<file path="config.mk">
export PLATFORM = sky130hd
export DESIGN_NAME = fetch_align_ctrl
export DESIGN_NICKNAME = d
export VERILOG_FILES = /design/src/rtl/fetch_pkg.sv /design/src/rtl/fetch_align_ctrl.sv
export SDC_FILE = /design/constraint.sdc
export NUM_CORES = 1
export LEC_CHECK = 0
export ABC_CLOCK_PERIOD_IN_PS = 3000
export BUFFER_PORTS_ARGS = -buffer_cell sky130_fd_sc_hd__buf_2
export CAP_MARGIN = 5
export CORE_MARGIN = 4
export CORE_UTILIZATION = 52
export DETAILED_ROUTE_END_ITERATION = 6
export PLACE_DENSITY = 0.82
export SLEW_MARGIN = 5
export SYNTH_ARGS = -nofsm -noshare
export SYNTH_HDL_FRONTEND = slang
export SYNTH_SLANG_ARGS = --single-unit
</file>
<file path="constraint.sdc">
create_clock -name clk -period 3 [get_ports clk]
set_input_delay 0.3 -clock clk [delete_from_list [all_inputs] [get_ports clk]]
set_output_delay 0.3 -clock clk [all_outputs]
set_load 0.005 [all_outputs]
</file>
<file path="src/rtl/fetch_pkg.sv">
// Shared types and helpers for fetch_align_ctrl: FSM states, RVC length rule, default reset PC.
package fetch_pkg;

   typedef enum logic [1:0] {
      S_REQ  = 2'd0,
      S_WAIT = 2'd1,
      S_LINE = 2'd2
   } fetch_state_e;

   localparam logic [31:0] RESET_PC_DEFAULT = 32'h0000_0000;

   // A halfword starts a 16-bit instruction unless its two low bits are 2'b11.
   function automatic logic is_comp(input logic [15:0] h);
      return h[1:0] != 2'b11;
   endfunction

endpackage

</file>
<file path="src/rtl/fetch_align_ctrl.sv">
// Instruction-fetch alignment controller: word fetches, halfword PC, RVC split and straddle stitching.
// Compressed support is built only when FETCH_ALIGN_RVC_EN is defined.
module fetch_align_ctrl
   import fetch_pkg::*;
#(
   parameter logic [31:0] RESET_PC = RESET_PC_DEFAULT
) (
   input  logic        clk,
   input  logic        rst,
   output logic        imem_req,
   output logic [31:0] imem_addr,
   input  logic        imem_rvalid,
   input  logic [31:0] imem_rdata,
   output logic        inst_valid,
   input  logic        inst_ready,
   output logic [31:0] inst_data,
   output logic [31:0] inst_pc,
   output logic        inst_comp,
   input  logic        redirect_valid,
   input  logic [31:0] redirect_pc
);

   fetch_state_e state_q;
   logic [31:2]  fetch_pc_q;
   logic [31:0]  line_q;
   logic         drop_q;
   logic         inst_valid_q;
   logic [31:0]  inst_data_q;
   logic [31:0]  inst_pc_q;

   logic         can_emit;
   logic         stale;
   logic         unused_redirect;

   assign can_emit  = !inst_valid_q || inst_ready;
   // A redirect while a request is in flight must swallow that response later.
   assign stale     = (state_q == S_WAIT) && !imem_rvalid;

   assign imem_req   = (state_q == S_REQ) && !rst && !redirect_valid;
   assign imem_addr  = {fetch_pc_q, 2'b00};
   assign inst_valid = inst_valid_q;
   assign inst_data  = inst_data_q;
   assign inst_pc    = inst_pc_q;

`ifdef FETCH_ALIGN_RVC_EN
   logic         hptr_q;
   logic [15:0]  spill_q;
   logic [31:2]  spill_pc_q;
   logic         spill_valid_q;
   logic         inst_comp_q;
   logic [15:0]  half;

   assign half            = hptr_q ? line_q[31:16] : line_q[15:0];
   assign inst_comp       = inst_comp_q;
   assign unused_redirect = redirect_pc[0];
`else
   assign inst_comp       = 1'b0;
   assign unused_redirect = ^redirect_pc[1:0];
`endif

   always_ff @(posedge clk) begin
      if (rst) begin
         state_q       <= S_REQ;
         fetch_pc_q    <= RESET_PC[31:2];
         line_q        <= '0;
         drop_q        <= 1'b0;
         inst_valid_q  <= 1'b0;
         inst_data_q   <= '0;
         inst_pc_q     <= '0;
`ifdef FETCH_ALIGN_RVC_EN
         hptr_q        <= RESET_PC[1];
         spill_q       <= '0;
         spill_pc_q    <= '0;
         spill_valid_q <= 1'b0;
         inst_comp_q   <= 1'b0;
`endif
      end else if (redirect_valid) begin
         state_q      <= stale ? S_WAIT : S_REQ;
         drop_q       <= stale;
         fetch_pc_q   <= redirect_pc[31:2];
         inst_valid_q <= 1'b0;
`ifdef FETCH_ALIGN_RVC_EN
         hptr_q        <= redirect_pc[1];
         spill_valid_q <= 1'b0;
`endif
      end else begin
         // A new instruction loaded below overrides this accept-clear.
         if (inst_valid_q && inst_ready) inst_valid_q <= 1'b0;
         case (state_q)
            S_REQ: state_q <= S_WAIT;
            S_WAIT: begin
               if (imem_rvalid) begin
                  if (drop_q) begin
                     drop_q  <= 1'b0;
                     state_q <= S_REQ;
                  end else begin
                     line_q  <= imem_rdata;
                     state_q <= S_LINE;
                  end
               end
            end
            S_LINE: begin
`ifdef FETCH_ALIGN_RVC_EN
               if (spill_valid_q) begin
                  if (can_emit) begin
                     inst_valid_q  <= 1'b1;
                     inst_data_q   <= {line_q[15:0], spill_q};
                     inst_pc_q     <= {spill_pc_q, 2'b10};
                     inst_comp_q   <= 1'b0;
                     spill_valid_q <= 1'b0;
                     hptr_q        <= 1'b1;
                  end
               end else if (is_comp(half)) begin
                  if (can_emit) begin
                     inst_valid_q <= 1'b1;
                     inst_data_q  <= {16'h0000, half};
                     inst_pc_q    <= {fetch_pc_q, hptr_q, 1'b0};
                     inst_comp_q  <= 1'b1;
                     if (hptr_q) begin
                        state_q    <= S_REQ;
                        fetch_pc_q <= fetch_pc_q + 30'd1;
                        hptr_q     <= 1'b0;
                     end else begin
                        hptr_q <= 1'b1;
                     end
                  end
               end else if (!hptr_q) begin
                  if (can_emit) begin
                     inst_valid_q <= 1'b1;
                     inst_data_q  <= line_q;
                     inst_pc_q    <= {fetch_pc_q, 2'b00};
                     inst_comp_q  <= 1'b0;
                     state_q      <= S_REQ;
                     fetch_pc_q   <= fetch_pc_q + 30'd1;
                  end
               end else begin
                  // Upper half opens a 32-bit instruction: park it and fetch the next word.
                  spill_q       <= half;
                  spill_pc_q    <= fetch_pc_q;
                  spill_valid_q <= 1'b1;
                  state_q       <= S_REQ;
                  fetch_pc_q    <= fetch_pc_q + 30'd1;
                  hptr_q        <= 1'b0;
               end
`else
               if (can_emit) begin
                  inst_valid_q <= 1'b1;
                  inst_data_q  <= line_q;
                  inst_pc_q    <= {fetch_pc_q, 2'b00};
                  state_q      <= S_REQ;
                  fetch_pc_q   <= fetch_pc_q + 30'd1;
               end
`endif
            end
            default: state_q <= S_REQ;
         endcase
      end
   end

endmodule
</file>
==> impl_metrics.csv <==
group,metric,value,unit
floorplanning,io_pins,168,
yosys,ys_top_cells_by_count,"nand2_1, dfxtp_1, a21oi_1",
clock_network,path_clk_slew,60,ps
final_layout,seq_area,0.00256,mm2
setup_path,r2r_slack,690,ps
floorplanning,dieHeight,107,um
placement,placed_area,0.00598,mm2
yosys,avgSynthCellArea,7.88,um2
timing,tns,0,ps
floorplanning,die_area,0.0115,mm2
final_layout,fin_cells,934,
power_and_ir_drop,power,4.14,mW
setup_path,worstPathRequired,3420,ps
final_layout,multi_input_area,0.00237,mm2
timing,clock_skew,8.46,ps
setup_path,worstSetupPathDepth,5,
final_layout,n_fill_cell,749,
yosys,synthTopCellsByArea,"dfxtp_1, nand2_1, a21oi_1, clkbuf_1, xnor2_1",
setup_path,cp_max_fo,15,
yosys,ys.flop_type,"dfxtp_1",
clock_network,cts_tree,"yes",
grt,grt_max_degree,70,
final_layout,num-nets-final,862,
yosys,synth_area,0.00513,mm2
setup_path,critPathSlowestCell,"or3_1",
floorplanning,core_region_area,0.00942,mm2
yosys,synth-seq-cells,128,
power_and_ir_drop,ir_worst_vdd,0.401,mV
floorplanning,rows,35,
final_layout,antenna_cells,0,
route,drc_errors,0,
hold_path,min_path_type,"in2reg",
clock_network,clk_latency,510,ps
clock_network,postCtsSetupRepairBufs,0,
route,ant_nets,0,
final_layout,final_util,70.3,%
timing,worst_slew_pin_slew,1210,ps
yosys,async_reset_ff_share,0,%
clock_network,cts_buffers,17,
route,wl,13900,um
setup_path,critPathKind,"reg2reg",
yosys,synth-edff-count,0,
yosys,synth_warnings,0,
timing,setup_viol,0,
yosys,ys_seq_area_share,50.0,%
timing,hold_ws,23.5,ps
setup_path,endpoint,"fetch_pc_q[27]",
yosys,synth_top_family_by_area,"simple AND/OR/NAND/NOR gates",
setup_path,reg2reg_from,"fetch_pc_q[5]",
placement,place_ws,671,ps
timing,slew_headroom,19.6,%
yosys,synth_compound_area_share,14.8,%
power_and_ir_drop,p_per_area,624,mW/mm2
final_layout,fin_area,0.00662,mm2
grt,grt_use_total,24.2,%
route,num_vias,5031,
clock_network,ctsResizeCount,0,
route,initialDrtViolationCount,318,
yosys,synth.most_common_cell,"nand2_1",
power_and_ir_drop,p_leak,2.64,nW
clock_network,cts_hold_buffers,3,
clock_network,cts-root-buf,"clkbuf_8",
yosys,ys_types,40,
placement,port_buffers,160,
placement,dp_cells,899,
yosys,syn_inst,651,
setup_path,critical-path-max-stage-delay,550,ps
timing,period_needed,2310,ps
timing,final.period_utilization,77.1,%
setup_path,startpoint_type,"flop",
grt,grt_remaining_overflow,0,
timing,setup_ws,687,ps
timing,fmax,432,MHz
floorplanning,die_w,107,um
timing,hold_viol_final,0,
setup_path,cp_cell_sequence,"nand2_1, or3_1, or3_4, or4_1, a311oi_1",
clock_network,ctsLongestPathBuffers,2,
route,wl_per_cell,14.9,um
yosys,yosys.area_share.simple,26.1,%
setup_path,r2r_cells,5,
grt,grt_pass1_wl,22400,um
flow_run,drv_cap,0,
outcome,status,"complete, no violations",
final_layout,drive_gt1_share,25.2,%
yosys,synth_top_area_share,50.0,%
yosys,synthMuxAreaShare,0.781,%
placement,dp_hpwl,9320,um
setup_path,cp_top_family,"simple AND/OR/NAND/NOR gates",
route,viasPerCell,5.39,
route,firstDrtPassIters,5,
yosys,yosysTopAreaCell,"dfxtp_1",
setup_path,worst-path-buf-inv,0,
timing,slew_viol_final,0,
yosys,synth-xor-area-share,3.59,%
setup_path,critical_path_arrival,2740,ps
floorplanning,start_util,54.5,%
setup_path,startpoint,"fetch_pc_q[5]",
grt,antenna_found_initial,0,
setup_path,end_kind,"flop",
clock_network,clkSinkCount,128,
setup_path,timing.rr.end,"fetch_pc_q[27]",
placement,gp_congestion,0.851,
grt,first_global_vias,4666,
clock_network,cts_htree_levels,4,
timing,rsz0062_at_grt,"no",
final_layout,syn_to_final_growth,29.1,%
yosys,synthAdderAreaFrac,0.244,%
[where the power goes]
group / leakage [nW] / internal, mW / total [mW] / switching, mW
logic: 1.30 / 0.104 / 0.232 / 0.128
clock network: 0.295 / 1.35 / 2.10 / 0.751
registers: 1.04 / 1.75 / 1.80 / 0.0582
[metal layers]
metal | share of wire [%] | wire, um | track usage [%]
met1 | 42 | 5850 | 31.1
met2 | 48 | 6740 | 38.7
met3 | 8.1 | 1120 | 7.44
met4 | 1.3 | 182 | 7.85
met5 | 0 | 0 | 0
[layout make-up]
class / count / share of cell area [%]
Multi-Input combinational cell: 471 / 35.8
Sequential cell: 128 / 38.7
Clock inverter: 14 / 2.87
Clock buffer: 18 / 6.31
Tap cell: 129 / 2.44
Inverter: 5 / 0.283
Timing Repair Buffer: 169 / 13.6
[sequential cells by signal, indices dropped and copies added (netlist names)]
signal	flops
fetch_pc_q	30
inst_data	32
inst_pc	30
state_q	2
drop_q	1
inst_valid	1
line_q	32
[layout by cell type, fill, tap and decap left out, types with 2 or more instances in the layout]
| cell type | synthesis | final |
|---|---|---|
| nand2_1 | 208 | 208 |
| buf_2 | 1 | 159 |
| dfxtp_1 | 128 | 128 |
| a21oi_1 | 99 | 99 |
| nor2_1 | 27 | 26 |
| a211oi_1 | 18 | 18 |
| xnor2_1 | 16 | 16 |
| clkbuf_16 | 0 | 16 |
| nand3_1 | 16 | 15 |
| nor4_1 | 14 | 14 |
| or3_1 | 8 | 8 |
| nand4_1 | 7 | 7 |
| or4_1 | 5 | 5 |
| a311oi_1 | 5 | 5 |
| o21ai_0 | 5 | 5 |
| xor2_1 | 5 | 5 |
| conb_1 | 1 | 5 |
| buf_4 | 5 | 5 |
| inv_1 | 4 | 4 |
| mux2i_1 | 4 | 4 |
| bufinv_16 | 0 | 4 |
| clkinv_2 | 0 | 4 |
| and2_1 | 3 | 3 |
| a32oi_1 | 3 | 3 |
| clkinv_4 | 0 | 3 |
| dlygate4sd3_1 | 0 | 3 |
| nor3_1 | 3 | 2 |
| and3_1 | 2 | 2 |
| nand2b_1 | 2 | 2 |
| nor2b_1 | 2 | 2 |
| and4_1 | 2 | 2 |
| clkinvlp_4 | 0 | 2 |
| buf_12 | 0 | 2 |
[cells by family (layout without fill, tap and decap cells)]
kind of cell | Yosys count | after routing
other | 1 | 5
AND/OR/NAND/NOR | 306 | 306
flip-flops | 128 | 128
XOR/XNOR | 21 | 21
multiplexers | 4 | 4
buffers and inverters | 56 | 206
adder cells (fa/ha/maj) | 1 | 1
AO/OA/AOI/OAI | 134 | 134
[worst min-delay path: stages]
cell and delay (ps):
buf_2 90, nand2_1 40, a21oi_1 50
[worst min-delay path by stage]
stage	endpoint	from	slack (ps)	depth (start not counted)
after global routing	line_q[12]	imem_rdata[12]	20	3
after detailed placement	inst_data[18]	line_q[18]	440	2
after CTS	line_q[13]	imem_rdata[13]	7	3
after global placement	inst_data[16]	line_q[16]	430	2
final	line_q[13]	imem_rdata[13]	20	3
after floorplan	drop_q	imem_rvalid	400	1
No activity file was read; power rests on OpenSTA's default activity.
